--- config.mk ---
export PLATFORM = sky130hd
export DESIGN_NAME = obuf_result_reader
export DESIGN_NICKNAME = d
export VERILOG_FILES = /design/src/rtl/systolic_pkg.sv /design/src/rtl/obuf_rd_fifo.sv /design/src/rtl/obuf_result_reader.sv
export SDC_FILE = /design/constraint.sdc
export NUM_CORES = 1
export LEC_CHECK = 0
export CAP_MARGIN = 20
export CORE_ASPECT_RATIO = 0.75
export CORE_MARGIN = 1.5
export CORE_UTILIZATION = 59
export CTS_CLUSTER_DIAMETER = 100
export DETAILED_ROUTE_END_ITERATION = 6
export GPL_TIMING_DRIVEN = 0
export PLACE_DENSITY = 0.94
export SYNTH_ARGS = -nofsm -noshare
export SYNTH_HDL_FRONTEND = slang
export SYNTH_SLANG_ARGS = --single-unit
--- constraint.sdc ---
create_clock -name clk -period 10.07 [get_ports clk]
set_clock_uncertainty 0.2 [all_clocks]
set_input_delay 2.014 -clock clk [delete_from_list [all_inputs] [get_ports clk]]
set_output_delay 2.014 -clock clk [all_outputs]
set_load 0.005 [all_outputs]
--- src/rtl/systolic_pkg.sv ---
// Shared definitions for the systolic output-buffer read path: default array
// geometry, derived widths, read-engine states and result FIFO depth.
package systolic_pkg;

   localparam int SYS_ARRAY_M = 16;
   localparam int SYS_ARRAY_N = 16;
   localparam int SYS_IDX_W   = $clog2(SYS_ARRAY_M);
   localparam int SYS_ROW_W   = $clog2(SYS_ARRAY_N);
   localparam int SYS_RN_W    = SYS_ROW_W + 1;
   localparam int SYS_CN_W    = SYS_IDX_W + 1;

   localparam int FIFO_DEPTH  = 2;
   localparam int OCC_W       = $clog2(FIFO_DEPTH + 1);

   typedef enum logic [1:0] {
      ST_IDLE  = 2'd0,
      ST_READ  = 2'd1,
      ST_DRAIN = 2'd2,
      ST_DONE  = 2'd3
   } rd_state_t;

endpackage

--- src/rtl/obuf_rd_fifo.sv ---
// Two-entry valid/ready FIFO holding result beats; storage clears on reset so
// the head reads as zero until the first write.
module obuf_rd_fifo
   import systolic_pkg::*;
#(
   parameter int WIDTH = 48
) (
   input  logic             clk,
   input  logic             reset,
   input  logic             in_valid,
   output logic             in_ready,
   input  logic [WIDTH-1:0] in_data,
   output logic             out_valid,
   input  logic             out_ready,
   output logic [WIDTH-1:0] out_data,
   output logic [OCC_W-1:0] occupancy
);

   logic [WIDTH-1:0] mem [FIFO_DEPTH];
   logic             wr_ptr;
   logic             rd_ptr;
   logic             push;
   logic             pop;

   assign in_ready  = (occupancy < OCC_W'(FIFO_DEPTH));
   assign out_valid = (occupancy != '0);
   assign out_data  = mem[rd_ptr];
   assign push      = in_valid & in_ready;
   assign pop       = out_valid & out_ready;

   always_ff @(posedge clk) begin
      if (reset) begin
         for (int i = 0; i < FIFO_DEPTH; i++) begin
            mem[i] <= '0;
         end
         wr_ptr    <= 1'b0;
         rd_ptr    <= 1'b0;
         occupancy <= '0;
      end else begin
         if (push) begin
            mem[wr_ptr] <= in_data;
            wr_ptr      <= ~wr_ptr;
         end
         if (pop) begin
            rd_ptr <= ~rd_ptr;
         end
         case ({push, pop})
            2'b10:   occupancy <= occupancy + OCC_W'(1);
            2'b01:   occupancy <= occupancy - OCC_W'(1);
            default: occupancy <= occupancy;
         endcase
      end
   end

endmodule

--- src/rtl/obuf_result_reader.sv ---
// Walks o_buf column by column over a result tile and streams each word with its
// destination address. Define OBUF_RD_RELU_EN to clamp negative words to zero.
module obuf_result_reader
   import systolic_pkg::*;
#(
   parameter int ARRAY_M        = SYS_ARRAY_M,
   parameter int ARRAY_N        = SYS_ARRAY_N,
   parameter int DATA_WIDTH     = 32,
   parameter int ADDR_WIDTH     = 10,
   parameter int DST_ADDR_WIDTH = 16
) (
   input  logic                        clk,
   input  logic                        reset,
   input  logic                        start,
   input  logic [ADDR_WIDTH-1:0]       o_base_addr,
   input  logic [$clog2(ARRAY_N):0]    num_rows,
   input  logic [$clog2(ARRAY_M):0]    num_cols,
   input  logic [DST_ADDR_WIDTH-1:0]   dst_base,
   input  logic [DST_ADDR_WIDTH-1:0]   dst_stride,
   output logic [$clog2(ARRAY_M)-1:0]  o_ram_idx,
   output logic [ADDR_WIDTH-1:0]       o_read_addr,
   input  logic [DATA_WIDTH-1:0]       o_rd_data,
   output logic                        out_valid,
   input  logic                        out_ready,
   output logic [DATA_WIDTH-1:0]       out_data,
   output logic [DST_ADDR_WIDTH-1:0]   out_addr,
   output logic                        busy,
   output logic                        done
);

   localparam int IDX_W  = $clog2(ARRAY_M);
   localparam int ROW_W  = $clog2(ARRAY_N);
   localparam int RN_W   = ROW_W + 1;
   localparam int CN_W   = IDX_W + 1;
   localparam int BEAT_W = DATA_WIDTH + DST_ADDR_WIDTH;

   rd_state_t                 state;
   rd_state_t                 state_nxt;

   logic [RN_W-1:0]           rows_q;
   logic [CN_W-1:0]           cols_q;
   logic [ADDR_WIDTH-1:0]     base_q;
   logic [DST_ADDR_WIDTH-1:0] dst_base_q;
   logic [DST_ADDR_WIDTH-1:0] stride_q;
   logic [DST_ADDR_WIDTH-1:0] row_acc;
   logic [ROW_W-1:0]          row_cnt;

   logic                      inflight;
   logic [DST_ADDR_WIDTH-1:0] inflight_dst;

   logic [RN_W-1:0]           rows_clamped;
   logic [CN_W-1:0]           cols_clamped;
   logic                      zero_tile;
   logic                      row_last;
   logic                      col_last;
   logic                      issue;
   logic                      pop;
   logic [OCC_W:0]            credit;
   logic [OCC_W:0]            limit;
   logic [DST_ADDR_WIDTH-1:0] issue_dst;

   logic [DATA_WIDTH-1:0]     wr_word;
   logic                      fifo_in_ready;
   logic [BEAT_W-1:0]         fifo_out;
   logic [OCC_W-1:0]          occupancy;

   assign rows_clamped = (num_rows > RN_W'(ARRAY_N)) ? RN_W'(ARRAY_N) : num_rows;
   assign cols_clamped = (num_cols > CN_W'(ARRAY_M)) ? CN_W'(ARRAY_M) : num_cols;
   assign zero_tile    = (rows_clamped == '0) || (cols_clamped == '0);

   assign row_last  = ({1'b0, row_cnt} == rows_q - RN_W'(1));
   assign col_last  = ({1'b0, o_ram_idx} == cols_q - CN_W'(1));
   assign issue_dst = dst_base_q + row_acc + DST_ADDR_WIDTH'(o_ram_idx);

   // A read may only issue if its word is guaranteed a FIFO slot on return,
   // counting the beat leaving this cycle.
   assign pop    = out_valid & out_ready;
   assign credit = {1'b0, occupancy} + {{OCC_W{1'b0}}, inflight};
   assign limit  = (OCC_W + 1)'(FIFO_DEPTH) + {{OCC_W{1'b0}}, pop};
   assign issue  = (state == ST_READ) && (credit < limit);

   assign busy = (state != ST_IDLE);
   assign done = (state == ST_DONE);

   always_comb begin
      state_nxt = state;
      unique case (state)
         ST_IDLE: begin
            if (start) begin
               state_nxt = zero_tile ? ST_DONE : ST_READ;
            end
         end
         ST_READ: begin
            if (issue && row_last && col_last) begin
               state_nxt = ST_DRAIN;
            end
         end
         ST_DRAIN: begin
            // Leave as soon as the FIFO will be empty after this cycle's pop.
            if (!inflight && (occupancy == {{(OCC_W-1){1'b0}}, pop})) begin
               state_nxt = ST_DONE;
            end
         end
         ST_DONE: state_nxt = ST_IDLE;
         default: state_nxt = ST_IDLE;
      endcase
   end

   always_ff @(posedge clk) begin
      if (reset) begin
         state        <= ST_IDLE;
         rows_q       <= '0;
         cols_q       <= '0;
         base_q       <= '0;
         dst_base_q   <= '0;
         stride_q     <= '0;
         row_acc      <= '0;
         row_cnt      <= '0;
         o_ram_idx    <= '0;
         o_read_addr  <= '0;
         inflight     <= 1'b0;
         inflight_dst <= '0;
      end else begin
         state    <= state_nxt;
         inflight <= issue;
         if (issue) begin
            inflight_dst <= issue_dst;
         end
         if ((state == ST_IDLE) && start) begin
            rows_q     <= rows_clamped;
            cols_q     <= cols_clamped;
            base_q     <= o_base_addr;
            dst_base_q <= dst_base;
            stride_q   <= dst_stride;
            if (!zero_tile) begin
               o_ram_idx   <= '0;
               o_read_addr <= o_base_addr;
               row_cnt     <= '0;
               row_acc     <= '0;
            end
         end else if (issue && !(row_last && col_last)) begin
            if (row_last) begin
               row_cnt     <= '0;
               row_acc     <= '0;
               o_read_addr <= base_q;
               o_ram_idx   <= o_ram_idx + IDX_W'(1);
            end else begin
               row_cnt     <= row_cnt + ROW_W'(1);
               row_acc     <= row_acc + stride_q;
               o_read_addr <= o_read_addr + ADDR_WIDTH'(1);
            end
         end
      end
   end

`ifdef OBUF_RD_RELU_EN
   assign wr_word = o_rd_data[DATA_WIDTH-1] ? '0 : o_rd_data;
`else
   assign wr_word = o_rd_data;
`endif

   obuf_rd_fifo #(
      .WIDTH(BEAT_W)
   ) u_fifo (
      .clk       (clk),
      .reset     (reset),
      .in_valid  (inflight & fifo_in_ready),
      .in_ready  (fifo_in_ready),
      .in_data   ({wr_word, inflight_dst}),
      .out_valid (out_valid),
      .out_ready (out_ready),
      .out_data  (fifo_out),
      .occupancy (occupancy)
   );

   assign out_data = fifo_out[BEAT_W-1 -: DATA_WIDTH];
   assign out_addr = fifo_out[DST_ADDR_WIDTH-1:0];

endmodule
==> results.cfg <==
[setup_path]
worst_ep_arrival_time_ns = 2.79
start_kind = register
timing_worst_setup_path_type = reg -> out
cp_max_fo = 10
setup.worst_path.end_class = primary output
timing.reg2reg.worst_path_depth = 12
critical_path_rt_ns = 7.86

[global_routing]
grt_pass1_vias = 8312
track_usage_pct = 29.2
initial_antenna_violation_count = 1
grt_first_pass_wirelength_mm = 42.8
grt_max_degree = 49
global_route.overflow_total = 0

[detailed_routing]
num_vias = 8701
detailroute.wirelength.met2_mm = 12.9
drc_viols = 1
met3_wirelength_mm = 2.77
drtPass1Iterations = 7
first_iter_violations = 693
route.detailed.vias_per_inst = 6.00
wl_mm = 27.3
top_layer_in_use = met4
route.antenna.remaining_nets = 0
routedWlPerCell_um = 18.8
wirelength_met1_mm = 10.9

[place]
dp_worst_setup_slack_ns = 5.00
detailed_placement_hpwl_mm = 19.3
detailed_place.area_um2 = 12300
finalWeightedCongestion = 0.957
buffer_ports.inserted = 152

[floorplan]
fp.dieArea_um2 = 18600
total_core_area_um2 = 17500
boundaryPins = 153
floorplan.die.width_um = 157
floorplan.initialDensity_pct = 60.0
row_count = 42
floorplan.die.height_um = 118

[synth]
synth_cell_types = 72
top_flip_flop_cell_by_instance_count_after_synthesis = sky130_fd_sc_hd__dfxtp_1
synthArstFlopShare_pct = 0
synth_sequential_area_ratio_pct = 48.5
postSynthRegisterBits = 206
syn_nets = 1165
syn-instance-count = 1018
syn-cell-area_um2 = 10500
synth_warnings = 0
synth-edff-count = 96
avgSynthCellArea_um2 = 10.3

[sta]
timing_hold_violations_final = 0
achievable_frequency_ghz = 0.200
worst_slew_pin_slew_ns = 0.749
final.hold.worst_slack_ns = 0.256
setup-violations-final = 0
final.setup.worst_slack_ns = 5.06
maxSlewViolCount = 0
fin_crit_ns = 5.01
setup_tns_ns = 0
timing.max_slew.rel_slack_pct = 48.8
final.period_utilization_pct = 49.7
setup_repair_after_global_routing_missed_its_margin = false

[clock_network]
latest_clock_arrival_within_the_worst_skew_pair_ns = 0.50
clock-sinks = 206
cts_post_setup_buffers_inserted = 0
cts_htree_levels = 1
cts.path.max_buffers = 3
tritoncts = built
cts_resized = 0
cts.reportedPaths.clkPinSlew_ns = 0.06
root_buffer = sky130_fd_sc_hd__clkbuf_16
hold_fix_buffers_cts = 0
numCtsBuffers = 21

[pwr]
switching_share_pct = 31.6
switch_pwr_w = 0.000814
share_comb_of_total_power_pct = 30.2
power.share.clock_pct = 27.7
power.share.sequential_pct = 42.0
leakage_dissipation_nw = 5.13
cellInternalPower_w = 0.00176
pwr_density_cell_nw_per_um2 = 198
ir_drop_v = 0.000104

[job]
max_cap_viol_count = 0

[run_status]
violations = design-rule violations
run_status = complete, but fails checks

[finish]
layout.filler_cells = 1166
area.growth.synth_to_final_pct = 23.7
layout_commonest_cell = sky130_fd_sc_hd__clkdlybuf4s50_1
mostFrequentLayoutCells = sky130_fd_sc_hd__clkdlybuf4s50_1 (152), sky130_fd_sc_hd__nand2_1 (127), sky130_fd_sc_hd__dfxtp_1 (110)
final_area_um2 = 13000
layout.nets = 1342
fraction_of_layout_instances_using_a_drive_strength_above_1_pct = 8.53
finalCoreUtilization_pct = 74.2

[worst_hold_path]
min_path_type = reg -> reg
timing.hold.worst_path_depth = 2
-- cell type report --
type	instances	area, um2	share of cell area, %
Sequential cell	206	5080	39.2
Inverter	23	86.3	0.665
Antenna cell	1	2.50	0.0193
Clock buffer	27	568	4.38
Clock inverter	8	43.8	0.337
Timing Repair Buffer	154	1560	12.0
Buffer	54	231	1.78
Multi-Input combinational cell	735	5100	39.3
Tap cell	242	303	2.33
-- final timing paths --
kind	from	endpoint	slack (ns)
worst min register to register	base_q[5]	base_q[5]	0.26
worst min-delay path	base_q[5]	base_q[5]	0.26
worst max register to register	o_ram_idx[0]	inflight_dst[15]	6.87
worst max-delay path	register	out_data[22]	5.06
-- metrics by stage --
stage | instances | total power [W]
after floorplan | 1018 | 0.00152
after global placement | 1412 | 0.00182
after detailed placement | 1413 | 0.00185
after CTS | 1448 | 0.00256
after global routing | 1449 | 0.00268
final | 1450 | 0.00257
-- synthesized netlist by cell type (17+ instances only) --
cell type / count / area (um2)
sky130_fd_sc_hd__a21oi_1: 78 / 390
sky130_fd_sc_hd__and2_1: 98 / 613
sky130_fd_sc_hd__clkbuf_1: 39 / 146
sky130_fd_sc_hd__dfxtp_1: 110 / 2200
sky130_fd_sc_hd__edfxtp_1: 96 / 2880
sky130_fd_sc_hd__ha_1: 53 / 663
sky130_fd_sc_hd__inv_1: 22 / 82.6
sky130_fd_sc_hd__mux2_2: 50 / 563
sky130_fd_sc_hd__nand2_1: 127 / 477
sky130_fd_sc_hd__nand3_1: 17 / 85.1
sky130_fd_sc_hd__nor2_1: 39 / 146
sky130_fd_sc_hd__nor3_1: 22 / 110
sky130_fd_sc_hd__o21ai_0: 18 / 90.1
sky130_fd_sc_hd__xnor2_1: 20 / 175
sky130_fd_sc_hd__xor2_1: 20 / 175
-- kinds of logic after synthesis --
logic type      count (synthesis)  synth area share, %
flops                         206                 48.5
fa+ha+maj                      59                 7.47
buf+inv                        77                 3.03
xor+xnor                       40                 3.34
compound gates                211                 13.8
mux                            54                 5.75
simple gates                  371                 18.2
-- state kept, by name, indices dropped and copies added, names as in the netlist, named ones only --
signal	cells
inflight_dst	16
state	2
u_fifo.mem	96
cols_q	5
base_q	10
stride_q	16
o_ram_idx	4
u_fifo.occupancy	2
dst_base_q	16
row_cnt	4
o_read_addr	10
rows_q	5
row_acc	16
inflight	1
u_fifo.rd_ptr	1
u_fifo.wr_ptr	1
-- power groups by stage --
stage / logic (W) / registers [W] / clock network (W)
after global placement: 0.000728 / 0.00109 / 0
after CTS: 0.000769 / 0.00108 / 0.000714
after global routing: 0.000842 / 0.00109 / 0.000746
after detailed placement: 0.000756 / 0.00109 / 0
final: 0.000778 / 0.00108 / 0.000714
after floorplan: 0.000447 / 0.00107 / 0
-- metal layers --
metal / vias to the layer above / GRT usage, %
li1: 4029 / -
met1: 4111 / 38.2
met2: 485 / 50.1
met3: 76 / 5.17
met4: 0 / 7.14
met5: - / 0
-- worst max-delay path, cell delays in order (launching register included) --
cell	delay, ns
sky130_fd_sc_hd__dfxtp_1	0.38
sky130_fd_sc_hd__clkbuf_1	0.50
sky130_fd_sc_hd__buf_1	0.52
sky130_fd_sc_hd__mux2_2	0.42
sky130_fd_sc_hd__clkdlybuf4s50_1	0.49
Note: power is estimated with default switching activity, not from simulation.
